--- src/rtl/vga_timing_pkg.sv ---
// vga_timing_pkg
// Shared timing definitions for the VGA sync generator and sync decoder.
//  - Default 640x480 timing (display, porches, retrace) and derived values:
//    last count of a line/frame (HMAX/VMAX) and sync pulse start/end counts.
//  - Lock FSM state type used by the decoder.
//  - in_window helper: true while a counter is inside a [lo, hi) window.
// All counters are 10 bits wide, so HMAX and VMAX must stay below 1024.

package vga_timing_pkg;

    localparam int CNT_W = 10;

    localparam int DEF_HD = 640;
    localparam int DEF_HF = 16;
    localparam int DEF_HB = 48;
    localparam int DEF_HR = 96;
    localparam int DEF_VD = 480;
    localparam int DEF_VF = 10;
    localparam int DEF_VB = 33;
    localparam int DEF_VR = 2;
    localparam int DEF_LOCK_FRAMES = 2;

    localparam int DEF_HMAX = DEF_HD + DEF_HF + DEF_HB + DEF_HR - 1;
    localparam int DEF_VMAX = DEF_VD + DEF_VF + DEF_VB + DEF_VR - 1;

    // Sync pulses start right after the front porch and last for the retrace width
    localparam int DEF_H_SYNC_START = DEF_HD + DEF_HF;
    localparam int DEF_H_SYNC_END   = DEF_HD + DEF_HF + DEF_HR;
    localparam int DEF_V_SYNC_START = DEF_VD + DEF_VF;
    localparam int DEF_V_SYNC_END   = DEF_VD + DEF_VF + DEF_VR;

    typedef enum logic [1:0] {
        SEARCH  = 2'd0,
        ACQUIRE = 2'd1,
        LOCKED  = 2'd2
    } lock_state_t;

    function automatic logic in_window(input logic [CNT_W-1:0] cnt,
                                       input logic [CNT_W-1:0] lo,
                                       input logic [CNT_W-1:0] hi);
        return (cnt >= lo) && (cnt < hi);
    endfunction

endpackage

--- src/rtl/sync_edge_det.sv ---
// sync_edge_det
// Two-stage input register for one active-low sync line plus a falling-edge
// pulse. Both stages reset high (sync inactive) so no edge is reported out
// of reset.
// Ports:
//   clk      in   pixel clock
//   reset_n  in   asynchronous active-low reset
//   sync_in  in   raw incoming sync level
//   sync_q2  out  sync level delayed by two clocks
//   fall     out  high for one cycle when the first-stage level has just dropped

module sync_edge_det (
    input  logic clk,
    input  logic reset_n,
    input  logic sync_in,
    output logic sync_q2,
    output logic fall
);

    logic sync_q;

    always_ff @(posedge clk or negedge reset_n) begin
        if (!reset_n) begin
            sync_q  <= 1'b1;
            sync_q2 <= 1'b1;
        end else begin
            sync_q  <= sync_in;
            sync_q2 <= sync_q;
        end
    end

    assign fall = ~sync_q & sync_q2;

endmodule

--- src/rtl/vga_sync_decoder.sv ---
// vga_sync_decoder
// Receive side of the VGA timing interface. Samples active-low h/v sync,
// rebuilds the pixel coordinate two clocks behind the source and runs a
// lock FSM that compares every sampled sync level with the level predicted
// from the recovered counters.
// Ports:
//   clk          in   pixel clock
//   reset_n      in   asynchronous active-low reset
//   h_sync_in    in   incoming horizontal sync, active low
//   v_sync_in    in   incoming vertical sync, active low
//   x_loc        out  recovered horizontal count 0..HMAX
//   y_loc        out  recovered vertical count 0..VMAX
//   video_on     out  locked and inside the display area
//   locked       out  FSM is in LOCKED
//   frame_start  out  one-cycle pulse at (0,0) while locked
//   sync_err     out  one-cycle pulse on a sync mismatch in ACQUIRE/LOCKED
//   err_count    out  16-bit saturating count of sync_err pulses
//                     (present only when VGA_SYNC_DEC_ERRCNT_EN is defined)
// Optional feature macro: VGA_SYNC_DEC_ERRCNT_EN

module vga_sync_decoder
    import vga_timing_pkg::*;
#(
    parameter int HD          = DEF_HD,
    parameter int HF          = DEF_HF,
    parameter int HB          = DEF_HB,
    parameter int HR          = DEF_HR,
    parameter int VD          = DEF_VD,
    parameter int VF          = DEF_VF,
    parameter int VB          = DEF_VB,
    parameter int VR          = DEF_VR,
    parameter int LOCK_FRAMES = DEF_LOCK_FRAMES
) (
    input  logic             clk,
    input  logic             reset_n,
    input  logic             h_sync_in,
    input  logic             v_sync_in,
    output logic [CNT_W-1:0] x_loc,
    output logic [CNT_W-1:0] y_loc,
    output logic             video_on,
    output logic             locked,
    output logic             frame_start,
    output logic             sync_err
`ifdef VGA_SYNC_DEC_ERRCNT_EN
    ,
    output logic [15:0]      err_count
`endif
);

    // The parameter sums must keep HMAX and VMAX below 1024; there is no
    // other wrap besides the end-of-line and end-of-frame returns to zero.
    localparam logic [CNT_W-1:0] HMAX         = CNT_W'(HD + HF + HB + HR - 1);
    localparam logic [CNT_W-1:0] VMAX         = CNT_W'(VD + VF + VB + VR - 1);
    localparam logic [CNT_W-1:0] HD_W         = CNT_W'(HD);
    localparam logic [CNT_W-1:0] VD_W         = CNT_W'(VD);
    localparam logic [CNT_W-1:0] H_SYNC_START = CNT_W'(HD + HF);
    localparam logic [CNT_W-1:0] H_SYNC_END   = CNT_W'(HD + HF + HR);
    localparam logic [CNT_W-1:0] V_SYNC_START = CNT_W'(VD + VF);
    localparam logic [CNT_W-1:0] V_SYNC_END   = CNT_W'(VD + VF + VR);
    localparam logic [7:0]       LOCK_CNT     = 8'(LOCK_FRAMES);

    logic             hs_q2, vs_q2;
    logic             hfall, vfall;
    logic [CNT_W-1:0] x_next, y_next;
    logic             exp_h, exp_v, mismatch;
    lock_state_t      state, state_next;
    logic [7:0]       frame_cnt, frame_cnt_next, frame_inc;
    logic             err_pulse;

    sync_edge_det u_h_edge (
        .clk     (clk),
        .reset_n (reset_n),
        .sync_in (h_sync_in),
        .sync_q2 (hs_q2),
        .fall    (hfall)
    );

    sync_edge_det u_v_edge (
        .clk     (clk),
        .reset_n (reset_n),
        .sync_in (v_sync_in),
        .sync_q2 (vs_q2),
        .fall    (vfall)
    );

    // A detected falling edge means the source is one count into its sync
    // pulse, so reloading with the sync start value lines the counter up with
    // the source two clocks back. The counters free-run in every state.
    always_comb begin
        x_next = x_loc + 10'd1;
        if (hfall) begin
            x_next = H_SYNC_START;
        end else if (x_loc == HMAX) begin
            x_next = '0;
        end

        y_next = y_loc;
        if (vfall) begin
            y_next = V_SYNC_START;
        end else if (x_loc == HMAX) begin
            y_next = (y_loc == VMAX) ? '0 : y_loc + 10'd1;
        end
    end

    // hs_q2/vs_q2 are aligned with x_loc/y_loc, so any difference from the
    // predicted level exposes short, long, missing or mistimed pulses.
    always_comb begin
        exp_h    = ~in_window(x_loc, H_SYNC_START, H_SYNC_END);
        exp_v    = ~in_window(y_loc, V_SYNC_START, V_SYNC_END);
        mismatch = (hs_q2 != exp_h) || (vs_q2 != exp_v);
    end

    // Lock FSM: the first vsync edge starts acquisition, LOCK_FRAMES further
    // clean frames lock. A mismatch takes priority over a vsync edge.
    // err_pulse is combinational so sync_err lines up with the offending
    // x_loc/y_loc.
    always_comb begin
        state_next     = state;
        frame_cnt_next = frame_cnt;
        frame_inc      = frame_cnt + 8'd1;
        err_pulse      = 1'b0;
        unique case (state)
            SEARCH: begin
                if (vfall) begin
                    state_next     = ACQUIRE;
                    frame_cnt_next = '0;
                end
            end
            ACQUIRE: begin
                if (mismatch) begin
                    state_next = SEARCH;
                    err_pulse  = 1'b1;
                end else if (vfall) begin
                    frame_cnt_next = frame_inc;
                    if (frame_inc == LOCK_CNT) begin
                        state_next = LOCKED;
                    end
                end
            end
            LOCKED: begin
                if (mismatch) begin
                    state_next = SEARCH;
                    err_pulse  = 1'b1;
                end
            end
            default: begin
                state_next = SEARCH;
            end
        endcase
    end

    // Status outputs are registered from the next-state values so they stay
    // aligned with the x_loc/y_loc being presented in the same cycle.
    always_ff @(posedge clk or negedge reset_n) begin
        if (!reset_n) begin
            x_loc       <= '0;
            y_loc       <= '0;
            state       <= SEARCH;
            frame_cnt   <= '0;
            locked      <= 1'b0;
            video_on    <= 1'b0;
            frame_start <= 1'b0;
        end else begin
            x_loc       <= x_next;
            y_loc       <= y_next;
            state       <= state_next;
            frame_cnt   <= frame_cnt_next;
            locked      <= (state_next == LOCKED);
            video_on    <= (state_next == LOCKED) && (x_next < HD_W) && (y_next < VD_W);
            frame_start <= (state_next == LOCKED) && (x_next == '0) && (y_next == '0);
        end
    end

    assign sync_err = err_pulse;

`ifdef VGA_SYNC_DEC_ERRCNT_EN
    // Saturating error tally; only reset clears it, so it survives relocks.
    always_ff @(posedge clk or negedge reset_n) begin
        if (!reset_n) begin
            err_count <= '0;
        end else if (err_pulse && (err_count != 16'hFFFF)) begin
            err_count <= err_count + 16'd1;
        end
    end
`endif

endmodule

--- config.mk ---
export PLATFORM = sky130hd
export DESIGN_NAME = vga_sync_decoder
export DESIGN_NICKNAME = d
export VERILOG_FILES = /design/src/rtl/vga_timing_pkg.sv /design/src/rtl/sync_edge_det.sv /design/src/rtl/vga_sync_decoder.sv
export SDC_FILE = /design/constraint.sdc
export NUM_CORES = 1
export LEC_CHECK = 0
export CAP_MARGIN = 20
export CORE_ASPECT_RATIO = 1.75
export CORE_MARGIN = 3
export CORE_UTILIZATION = 30
export CTS_CLUSTER_DIAMETER = 40
export DETAILED_ROUTE_END_ITERATION = 16
export SETUP_SLACK_MARGIN = 0.3
export SYNTH_ARGS = -nofsm -noshare
export SYNTH_HDL_FRONTEND = slang
export SYNTH_SLANG_ARGS = --single-unit
--- constraint.sdc ---
create_clock -name clk -period 5.6 [get_ports clk]
set_input_delay 1.68 -clock clk [delete_from_list [all_inputs] [get_ports clk]]
set_output_delay 1.68 -clock clk [all_outputs]
set_load 0.03 [all_outputs]
==> flow_summary.json <==
{
  "startpoint_type": "flip-flop",
  "wl_um": 5870,
  "tightestPinTransition_ps": 1140,
  "initialDrtViolationCount": 59,
  "crit_path_end_kind": "output pin",
  "netlist_area_sq_um": 2290,
  "finClkSkew_ps": 7.49,
  "ant_nets": 0,
  "synthTopCellsByArea": "dfrtp_1 36%, ha_1 6.0%, dfstp_2 4.6%",
  "min_path_type": "reg2reg",
  "crit_path_end": "sync_err",
  "ys_ff_latch": 37,
  "synth-simple-area-share_pct": 24.8,
  "io_buffers": 27,
  "swShare_pct": 31.9,
  "worstPathArrival_ps": 2970,
  "postCtsSetupRepairBufs": 0,
  "synth_adder_area_share_pct": 6.00,
  "crit_fanout": 12,
  "avgSynthCellArea_sq_um": 9.21,
  "grt_max_degree": 38,
  "power_density_nw_per_um2": 273,
  "combinationalPowerShare_pct": 21.4,
  "start_util_pct": 31.3,
  "synth_edf_count": 0,
  "die_h_um": 122,
  "synth_top_area_share_pct": 36.0,
  "period_needed_ps": 4650,
  "grt_use_total_pct": 14.2,
  "clock_path_buffers": 2,
  "synth-compound-area-share_pct": 19.4,
  "grt_overflow": 0,
  "viasPerCell": 5.54,
  "vias": 1996,
  "yosysSeqAreaShare_pct": 40.6,
  "hpwl_um": 4380,
  "nets": 288,
  "outcome": "finished clean",
  "cts_hold_buffers": 0,
  "grt_pass1_wl_um": 9720,
  "p_sw_uw": 240,
  "worstRegToRegCells": 5,
  "die_w_um": 72.1,
  "hold_ws_ps": 373,
  "root_buffer": "clkbuf_16",
  "critical_path.reg2reg.startpoint": "x_loc[5]$_DFF_PN0_",
  "rsz0062_at_grt": "no",
  "core_area_sq_um": 7340,
  "fmax_ghz": 0.215,
  "synth_top_family_by_area": "simple AND/OR/NAND/NOR gates",
  "yosysWarnings": 0,
  "timing.final.max_slew_violations": 0,
  "globalplace.congestion": 0.870,
  "synthXorXnorAreaFrac_pct": 4.20,
  "peakVddDrop_mv": 0.153,
  "cts_tree": "yes",
  "drtPass1Iterations": 4,
  "required_ps": 3920,
  "clkLatencyLatePin_ps": 280,
  "fin_crit_sh_pct": 83.1,
  "synth_mux_area_share_pct": 0.927,
  "setup_viol": 0,
  "drive_above_1_share_pct": 7.66,
  "finalHoldViolCount": 0,
  "cts_resized": 0,
  "critPathLaunch": "y_loc[4]$_DFF_PN0_",
  "maxCapViolCount": 0,
  "synth_cell_types": 53,
  "syn2layout_area_growth_pct": 20.5,
  "synth_cells": 249,
  "p_leak_nw": 1.07,
  "cts-htree-levels": 2,
  "grt_pass1_vias": 1989,
  "syn_nets": 264,
  "p_int_uw": 513,
  "synth_area_leader_cell": "dfrtp_1",
  "synth-async-reset-ratio_pct": 100,
  "wl_per_cell_um": 16.3,
  "clock_sinks": 37,
  "antenna_found_initial": 0,
  "relSlewSlack_pct": 23.7,
  "setup_tns_ps": 0,
  "power_frac_clock_pct": 36.6,
  "rows": 41,
  "antenna_cells": 0,
  "ys.flop_type": "dfrtp_1",
  "ff2ff_setup_slack_ps": 2490,
  "drc": 0,
  "holdPathStages": 0,
  "path_clk_slew_ps": 60,
  "seq_power_share_pct": 42.1,
  "dieArea_sq_um": 8770,
  "path_class": "reg2out",
  "pin_count": 28,
  "numCtsBuffers": 5,
  "r2r-end": "frame_start$_DFF_PN0_"
}
## area by class of cell
cell class                      instances  area [sq um]
Clock buffer                            5           125
Timing Repair Buffer                   28           273
Tap cell                               86           108
Multi-Input combinational cell        190          1270
Sequential cell                        37           931
Clock inverter                          3          17.5
Fill cell                             748          4570
Inverter                               11          41.3
## flip-flops by register name (all words and copies together), names as in the netlist
signal            cells
frame_cnt             8
u_h_edge.sync_q2      1
state                 2
y_loc                10
video_on              1
u_v_edge.sync_q       1
frame_start           1
x_loc                10
locked                1
u_v_edge.sync_q2      1
u_h_edge.sync_q       1
## metal layers
layer / up-vias / track usage, % / part of all wire (%) / routed length (um)
li1: 975 / - / - / -
met3: 8 / 3.22 / 3.3 / 195
met4: 0 / 5.06 / 1.7 / 99
met5: - / 0 / 0 / 0
met1: 977 / 15.1 / 39 / 2310
met2: 36 / 26.7 / 56 / 3260
## worst max-delay path, cell delays in order (launching register included)
cell	delay, ps
dfrtp_1	460
or4b_2	740
o31a_1	330
o22ai_1	180
buf_4	190
and2_1	130
clkdlybuf4s50_1	670
## kinds of logic after synthesis
kind of cell    count (synthesis)
mux                             2
compound gates                 63
buf+inv                        22
simple gates                  103
xor+xnor                       11
fa+ha+maj                      11
flops                          37
## worst min-delay path by stage
stage,end,startpoint
floorplan,u_h_edge.sync_q2$_DFF_PN1_,u_h_edge.sync_q$_DFF_PN1_
global placement,u_h_edge.sync_q2$_DFF_PN1_,u_h_edge.sync_q$_DFF_PN1_
detailed placement,u_h_edge.sync_q2$_DFF_PN1_,u_h_edge.sync_q$_DFF_PN1_
CTS,u_h_edge.sync_q2$_DFF_PN1_,u_h_edge.sync_q$_DFF_PN1_
global route,u_h_edge.sync_q2$_DFF_PN1_,u_h_edge.sync_q$_DFF_PN1_
finish,u_h_edge.sync_q2$_DFF_PN1_,u_h_edge.sync_q$_DFF_PN1_
## cells in the final DEF (no fill, tap or decap), drive strengths merged, types with 3 or more instances in the layout
master         count
nand2b             5
xor2               6
ha                11
clkdlybuf4s50     26
dfstp              4
o31ai              4
and2               4
nand4              9
and4               3
o211ai             3
a21o               3
nand2             15
and3               4
nor3               8
a31oi              3
nand3             17
dfrtp             33
o21ai             18
a21oi             10
clkbuf             5
xnor2              5
nor4               7
a22o               6
nor2b              5
nor2              16
inv               11
## power groups by stage
stage / logic (mW) / clock network [mW] / registers (mW)
after floorplan: 0.0930 / 0 / 0.331
after CTS: 0.163 / 0.280 / 0.317
after detailed placement: 0.162 / 0 / 0.321
after global placement: 0.162 / 0 / 0.321
after global routing: 0.180 / 0.295 / 0.322
final: 0.161 / 0.275 / 0.317
## stage by stage
step / total power, mW / cell area, sq um / utilization (%) / cells / setup WS [ps]
floorplan: 0.424 / 2290 / - / 249 / 1660
CTS: 0.759 / 2760 / 37.7 / 360 / 952
global placement: 0.484 / 2620 / 35.7 / 352 / 1270
global route: 0.796 / 2760 / 37.7 / 360 / 809
finish: 0.753 / 2760 / 37.7 / 360 / 947
detailed placement: 0.483 / 2620 / 35.7 / 352 / 1260
## synth_stat cells (2+ instances only)
| master | number |
|---|---|
| nand2b_1 | 5 |
| nand4_1 | 9 |
| xnor2_1 | 5 |
| dfstp_2 | 4 |
| o211ai_1 | 3 |
| a21oi_1 | 10 |
| a31oi_1 | 3 |
| nor2b_1 | 5 |
| clkbuf_1 | 8 |
| or3_1 | 2 |
| dfrtp_1 | 33 |
| and2_1 | 4 |
| nor3_1 | 8 |
| a21o_1 | 3 |
| inv_1 | 11 |
| a22o_1 | 6 |
| o31a_1 | 2 |
| a211o_1 | 2 |
| nand2_1 | 15 |
| o21ai_0 | 17 |
| and3_1 | 4 |
| nor4_1 | 7 |
| ha_1 | 11 |
| o22ai_1 | 2 |
| and4_1 | 3 |
| xor2_1 | 6 |
| nand3_1 | 17 |
| nor2_1 | 16 |
| o31ai_1 | 4 |
No activity file was read; power rests on OpenSTA's default activity.
